$ cat src/rtl/mainbus_pkg.sv
// Shared types and constants for the mainbus controller slice.
package mainbus_pkg;

  localparam int unsigned DEFAULT_DATA_W = 32;

  typedef enum logic [1:0] {
    SRC_NONE    = 2'd0,
    SRC_ALU     = 2'd1,
    SRC_REGBANK = 2'd2,
    SRC_MEM     = 2'd3
  } src_t;

  typedef enum logic [1:0] {
    IDLE,
    DRIVE,
    OUT
  } state_t;

endpackage

$ cat src/rtl/mainbus_ctrl_rr_arb3.sv
// Combinational 3-way round-robin picker; bit 0 = ALU, 1 = REGBANK, 2 = MEM.
module rr_arb3
  import mainbus_pkg::*;
(
  input  logic [2:0] req,
  input  src_t       last_grant,
  output logic [2:0] grant,
  output src_t       winner
);

  logic [1:0] order [3];

  always_comb begin
    // Search order starts at the source after the last one granted.
    unique case (last_grant)
      SRC_ALU: begin
        order[0] = 2'd1;
        order[1] = 2'd2;
        order[2] = 2'd0;
      end
      SRC_REGBANK: begin
        order[0] = 2'd2;
        order[1] = 2'd0;
        order[2] = 2'd1;
      end
      default: begin
        order[0] = 2'd0;
        order[1] = 2'd1;
        order[2] = 2'd2;
      end
    endcase
  end

  always_comb begin
    grant  = '0;
    winner = SRC_NONE;
    for (int k = 0; k < 3; k++) begin
      if (grant == 3'b000 && req[order[k]]) begin
        grant[order[k]] = 1'b1;
        winner          = src_t'(order[k] + 2'd1);
      end
    end
  end

endmodule

$ cat src/rtl/mainbus_ctrl.sv
// Mainbus arbiter, source-select driver and capture stage with a valid/ready output.
module mainbus_ctrl
  import mainbus_pkg::*;
#(
  parameter int unsigned DATA_W = DEFAULT_DATA_W
) (
  input  logic              clk,
  input  logic              rst_n,
  input  logic              req_alu,
  input  logic              req_regbank,
  input  logic              req_mem,
  output logic              sel_alu,
  output logic              sel_regbank,
  output logic              sel_mem,
  input  logic [DATA_W-1:0] bus_data,
  output logic              cap_valid,
  output logic [DATA_W-1:0] cap_data,
  output src_t              cap_src,
  input  logic              cap_ready,
  output logic              busy
);

  state_t            state_q, state_d;
  logic [2:0]        sel_q, sel_d;
  src_t              winner_q, winner_d;
  src_t              last_grant_q, last_grant_d;
  logic              cap_valid_q, cap_valid_d;
  logic [DATA_W-1:0] cap_data_q, cap_data_d;
  src_t              cap_src_q, cap_src_d;
  logic              busy_q, busy_d;

  logic [2:0] req_vec;
  logic [2:0] arb_grant;
  src_t       arb_winner;
  src_t       arb_last;

  assign req_vec = {req_mem, req_regbank, req_alu};
  // On a handshake in OUT the completing source becomes last_grant in the same cycle.
  assign arb_last = (state_q == OUT) ? winner_q : last_grant_q;

  rr_arb3 u_arb (
    .req       (req_vec),
    .last_grant(arb_last),
    .grant     (arb_grant),
    .winner    (arb_winner)
  );

  always_comb begin
    state_d      = state_q;
    sel_d        = sel_q;
    winner_d     = winner_q;
    last_grant_d = last_grant_q;
    cap_valid_d  = cap_valid_q;
    cap_data_d   = cap_data_q;
    cap_src_d    = cap_src_q;
    unique case (state_q)
      IDLE: begin
        if (|req_vec) begin
          sel_d    = arb_grant;
          winner_d = arb_winner;
          state_d  = DRIVE;
        end
      end
      DRIVE: begin
        cap_data_d  = bus_data;
        cap_src_d   = winner_q;
        cap_valid_d = 1'b1;
        sel_d       = '0;
        state_d     = OUT;
      end
      OUT: begin
        if (cap_ready) begin
          last_grant_d = winner_q;
          cap_valid_d  = 1'b0;
          if (|req_vec) begin
            sel_d    = arb_grant;
            winner_d = arb_winner;
            state_d  = DRIVE;
          end else begin
            state_d = IDLE;
          end
        end
      end
      default: begin
        state_d = IDLE;
        sel_d   = '0;
      end
    endcase
    busy_d = (state_d != IDLE);
  end

  always_ff @(posedge clk) begin
    if (!rst_n) begin
      state_q      <= IDLE;
      sel_q        <= '0;
      winner_q     <= SRC_NONE;
      last_grant_q <= SRC_MEM;
      cap_valid_q  <= 1'b0;
      cap_data_q   <= '0;
      cap_src_q    <= SRC_NONE;
      busy_q       <= 1'b0;
    end else begin
      state_q      <= state_d;
      sel_q        <= sel_d;
      winner_q     <= winner_d;
      last_grant_q <= last_grant_d;
      cap_valid_q  <= cap_valid_d;
      cap_data_q   <= cap_data_d;
      cap_src_q    <= cap_src_d;
      busy_q       <= busy_d;
    end
  end

  assign sel_alu     = sel_q[0];
  assign sel_regbank = sel_q[1];
  assign sel_mem     = sel_q[2];
  assign cap_valid   = cap_valid_q;
  assign cap_data    = cap_data_q;
  assign cap_src     = cap_src_q;
  assign busy        = busy_q;

endmodule

$ cat config.mk
export PLATFORM = sky130hd
export DESIGN_NAME = mainbus_ctrl
export DESIGN_NICKNAME = d
export VERILOG_FILES = /design/src/rtl/mainbus_pkg.sv /design/src/rtl/mainbus_ctrl_rr_arb3.sv /design/src/rtl/mainbus_ctrl.sv
export SDC_FILE = /design/constraint.sdc
export NUM_CORES = 1
export LEC_CHECK = 0
export CELL_PAD_IN_SITES_DETAIL_PLACEMENT = 1
export CELL_PAD_IN_SITES_GLOBAL_PLACEMENT = 1
export CORE_UTILIZATION = 36
export DETAILED_ROUTE_END_ITERATION = 16
export PLACE_DENSITY_LB_ADDON = 0.1
export SETUP_SLACK_MARGIN = 0.5
export SYNTH_ARGS = -nofsm -noshare
export SYNTH_HDL_FRONTEND = slang
export SYNTH_HIERARCHICAL = 1
export SYNTH_SLANG_ARGS = --single-unit
$ cat constraint.sdc
create_clock -name clk -period 5.9 [get_ports clk]
set_clock_uncertainty 0.2 [all_clocks]
set_input_delay 1.475 -clock clk [delete_from_list [all_inputs] [get_ports clk]]
set_output_delay 1.475 -clock clk [all_outputs]
set_load 0.005 [all_outputs]
; Word-level counts from Yosys, hierarchy flattened
; Index checks and enable logic that the tools add are counted.
[classes]
addsub = 3
order_cmp = 6
n_eq_ne = 5
mux = 32
bitwise = 2
n_reduce_logical = 15
[ops]
columns = operator, n
row1 = $mux W2, 8
row2 = $mux W3, 5
row3 = $pmux W6 S2, 1
row4 = $lt A2 B3 Y1 const B, 3
row5 = $mux W1, 8
row6 = $add A2 B1 Y2 const B, 3
row7 = $bmux W1 S2, 3
row8 = $demux W1 S2, 3
row9 = $ge A2 B1 Y1 const B, 3
row10 = $logic_not A3 Y1, 2
row11 = $or A3 B3 Y3, 2
row12 = $pmux W2 S3, 1
row13 = $pmux W3 S2, 1
row14 = $reduce_and A2 Y1, 3
row15 = $reduce_bool A2 Y1, 3
row16 = $logic_and A1 B1 Y1, 5
row17 = $eq A2 B1 Y1 const B, 2
row18 = $eq A2 B2 Y1 const B, 2
row19 = $pmux W2 S2, 1
row20 = $reduce_or A3 Y1, 1
row21 = $logic_not A2 Y1, 1
row22 = $ne A2 B2 Y1 const B, 1
row23 = $pmux W1 S2, 1
[word_totals]
reg_bits = 45
in_bits = 38
output_inout_bits = 39
wordCells = 71

; Longest topological paths before layout
[logic_depth]
ltp_word = 18
mapped_depth = 12
mapped_depth_nobuf = 11

; Hierarchy
; The synthesis kept the hierarchy.
[modules_own_cells]
columns = module, instances, cells_per_inst, area_per_inst_um2, seq_area_each_um2
row1 = mainbus_ctrl, 1, 196, 1811.7, 900.9
row2 = rr_arb3, 1, 49, 416.6, 0.0

; Worst setup path before layout
; Ideal clock, no wire load.
[synth_timing]
path_kind = input -> register
from = input port req_mem
to = register winner_q[0]
setup_ps = 72
arrival_ps = 2473
required_time_ps = 5628
path_slack_ps = 3155
path_stages = 7
n_path_buf = 0
path_cell_list = nand2b_4 a22o_1 o211a_1 nand4b_4 mux2i_1 nand2_1 mux2i_1
[synth_via]
elab_chain_cells = 12
word_cells_on_any_way = 20
classes_between = mux: 14 / bitwise: 1 / reduce/logical: 5
[synth_lines]
columns = item, line_no
row1 = "start, declared", mainbus_ctrl.sv:11  ; input logic req_mem,
row2 = $bmux W1 S2, mainbus_ctrl_rr_arb3.sv:38  ; if (grant == 3'b000 && req[order[k]]) begin
row3 = $mux W1 (not written as such), mainbus_ctrl_rr_arb3.sv:38
row4 = $mux W3, mainbus_ctrl_rr_arb3.sv:38
row5 = $logic_not A3 Y1, mainbus_ctrl_rr_arb3.sv:38
row6 = $logic_and A1 B1 Y1, mainbus_ctrl_rr_arb3.sv:38
row7 = $mux W3, mainbus_ctrl_rr_arb3.sv:38
row8 = $logic_not A3 Y1, mainbus_ctrl_rr_arb3.sv:38
row9 = $logic_and A1 B1 Y1, mainbus_ctrl_rr_arb3.sv:38
row10 = $mux W2 (*), mainbus_ctrl_rr_arb3.sv:38
row11 = net arb_winner[0], mainbus_ctrl.sv:34  ; src_t arb_winner;
row12 = $mux W2 (*), "mainbus_ctrl.sv:58, mainbus_ctrl.sv:75"
row13 = $mux W2, mainbus_ctrl.sv:72  ; if (cap_ready) begin
row14 = $pmux W2 S2 (*), mainbus_ctrl.sv:56  ; unique case (state_q)
row15 = "end signal, assigned", mainbus_ctrl.sv:105  ; winner_q <= winner_d;
row16 = "end, declared", mainbus_ctrl.sv:25  ; src_t winner_q, winner_d;
; The timed path passes the listed nets; every way through them passes the cells marked *. The select of a mux whose other input is x is not followed.
; A chain may end at the register's enable or synchronous reset.

; Worst setup path in the final report
[layout_timing]
from = input port req_mem
to = register winner_q[1]
; Same word-level chain as after synthesis.

==> impl_metrics.ini <==
[sta]
fmax_mhz = 307
timing.hold.ws_ns = 0.256
finalCriticalPeriod_ns = 3.25
timing.slew.headroom_pct = 68.3
setup_violations = 0
report.final.slew_viol_count = 0
hold_viol = 0
period_share_pct = 55.1
tightest_slew_ns = 0.472
rsz0062_at_grt = false
setup_ws_ns = 2.65
finalSetupTns_ns = 0

[grt]
grt-ovfl-total = 0
globalRouteMet1Util_pct = 20.0
globalRouteTotalUtil_pct = 16.6
first_global_vias = 1858
grt_max_degree = 44
grt_use_met3_pct = 3.52
antenna_found_initial = 0
grt_first_pass_wirelength_um = 8270
busiest_layer = met2
met2_usage_pct = 28.5

[power_and_ir_drop]
p_total_mw = 0.795
power_density_nw_per_um2 = 258
seq_power_share_pct = 43.2
pwr-share-comb_pct = 27.4
switchingPower_mw = 0.223
pwr-share-clk_pct = 29.5
power.internal_mw = 0.572
ir_worst_vdd_mv = 0.138
switching_share_pct = 28.1
leakagePower_nw = 1.19

[critical_path]
critPathBufInv = 1
crit_family = buffers and inverters
worstSetupEndpointType = register
worst-r2r-setup-slack_ns = 2.91
r2r_cells = 11
cp_max_fo = 6
crit_top_cell = mux2i_1
cp.arrival_ns = 3.28
crit_chain = clkdlybuf4s50_1, mux2i_1, o21ai_2, o211a_1, nand4b_4, mux2i_1, nand2_1, mux2i_1
cpMaxStageDelayCell = clkdlybuf4s50_1
slowest_delay_ns = 0.61
timing.rr.start = state_q[0]
start_kind = input port
required_ns = 5.93
worstSetupPathType = input port to register
reg2reg_to = winner_q[1]

[finish]
area_growth_syn_to_layout_pct = 38.4
drive_above_1_share_pct = 12.6
layout_common_cells = clkdlybuf4s50_1, nand2_1, dfxtp_1
diodes = 0
design_area_um2 = 3080
fin_nets = 358
mostFrequentLayoutCell = clkdlybuf4s50_1
final_core_utilization_pct = 51.8
stdcell_count = 392

[floorplanning]
initial_core_util_pct = 37.4
design.core.area_um2 = 5960
row_count = 28
ios = 77
die_area_um2 = 6510
die_height_um = 80.7
die_w_um = 80.7

[synthesis]
synth-edff-count = 0
synth_largest_area_cell = dfxtp_1
synth_cell_types = 43
async_reset_ff_share_pct = 0
synth_top_family_by_area = simple AND/OR/NAND/NOR gates
synth_xor_area_share_pct = 0
netlist_area_um2 = 2230
synthMuxAreaShare_pct = 5.11
seq_area_frac_synth_pct = 40.4
synth_compound_gate_area_share_pct = 20.5
synth_top_area_share_pct = 40.4
ys_ff_latch = 45
syn_nets = 287
synthAdderAreaFrac_pct = 2.25
yosys-top-cells-area = dfxtp_1, nand2_1, a21boi_1
syn_avg_cell_area_um2 = 9.10
yosysWarnings = 6
yosys.area_share.simple_pct = 25.1
synth_ff_type = dfxtp_1
syn_inst = 245

[clock_network]
path_clk_slew_ns = 0.09
clk_latency_ns = 0.30
cts_buffers = 5
cts_root_buffer = clkbuf_8
cts_max_level = 2
clock-sinks = 45
ctsHoldBuffers = 0
cts_resized = 0
cts_tree = built
post_cts_buffers = 0
clockBufferDepth = 2

[route]
remaining_drc_errors = 0
drt-vias-per-instance = 4.76
wl_um = 5230
num_vias = 1866
drtAntennaViolNets = 0
routedWlPerCell_um = 13.3
dr.pass1.iters = 4
drtIter0Drc = 43

[place]
gp_congestion = 0.763
port_buffers = 76
dpl.hpwl_um = 3690
placedCellCount = 384
post-place-ws_ns = 2.31
placed_cell_area_um2 = 2970

[worst_hold_path]
hold_depth = 2
hold_path.class = register to register
holdPathEnd = cap_src[0]
hp-start = cap_src[0]

[status]
outcome = finished, final reports clean

[job]
drv_cap = 0
[cells by family (layout without fill, tap and decap cells)]
group	count (synthesis)	in the layout
AO/OA/AOI/OAI	55	55
adder cells (fa/ha/maj)	4	4
buffers and inverters	19	91
flip-flops	45	45
multiplexers	11	11
AND/OR/NAND/NOR	111	111
[routing by layer]
layer  vias up  share of wire, %
met2        49                46
li1        960                 -
met4         0               1.5
met5         -                 0
met3         8               4.8
met1       849                47
[cells in the mapped netlist, types with 2 or more instances]
library cell   n
nor2b_1        2
a21boi_2       9
nand2b_4       2
nor3b_1        2
inv_1          4
nor3_1         2
o211a_1        3
nand3_1        3
dfxtp_1       45
nand2b_1       4
ha_1           4
a21boi_0       4
mux2_2         2
nand2_1       71
nor2_1         5
nand3b_1       3
clkbuf_1       4
nand2_2        9
nand4b_1       2
a21boi_1      21
mux2i_1        8
buf_6          8
a21oi_1        6
o21ai_0        3
[tightest hold or removal path: stages (launching register included)]
cell and delay (ns):
dfxtp_1 0.32, nand2_1 0.05, a21boi_1 0.05
[flip-flops by register name, summed over array words and instances (netlist names)]
| name | flops |
|---|---|
| cap_data | 32 |
| sel_q | 3 |
| cap_src | 2 |
| last_grant_q | 2 |
| state_q | 2 |
| winner_q | 2 |
| busy | 1 |
| cap_valid | 1 |
[power groups by stage]
stage	Clock [mW]	Sequential, mW	Combinational, mW
finish	0.234	0.343	0.218
global route	0.255	0.347	0.240
CTS	0.245	0.344	0.222
detailed placement	0	0.351	0.220
global placement	0	0.350	0.218
floorplan	0	0.350	0.139
[worst max-delay path by stage]
stage	slack [ns]	cells past startpoint	end	from
finish	2.65	8	winner_q[1]	req_mem
global route	2.50	8	winner_q[1]	req_mem
CTS	2.61	8	winner_q[1]	req_mem
detailed placement	2.31	8	winner_q[0]	req_mem
global placement	2.40	8	winner_q[0]	req_mem
floorplan	3.16	7	winner_q[0]	req_mem
[layout make-up]
class                      count  area (µm²)
timing repair buffer          79         783
clock inverter                 2        38.8
fill                         693        2870
sequential                    45         901
multi-input combinational    181        1180
tap                           75        93.8
clock buffer                   6        72.6
inverter                       4        15.0
No activity file was read; power rests on OpenSTA's default activity.
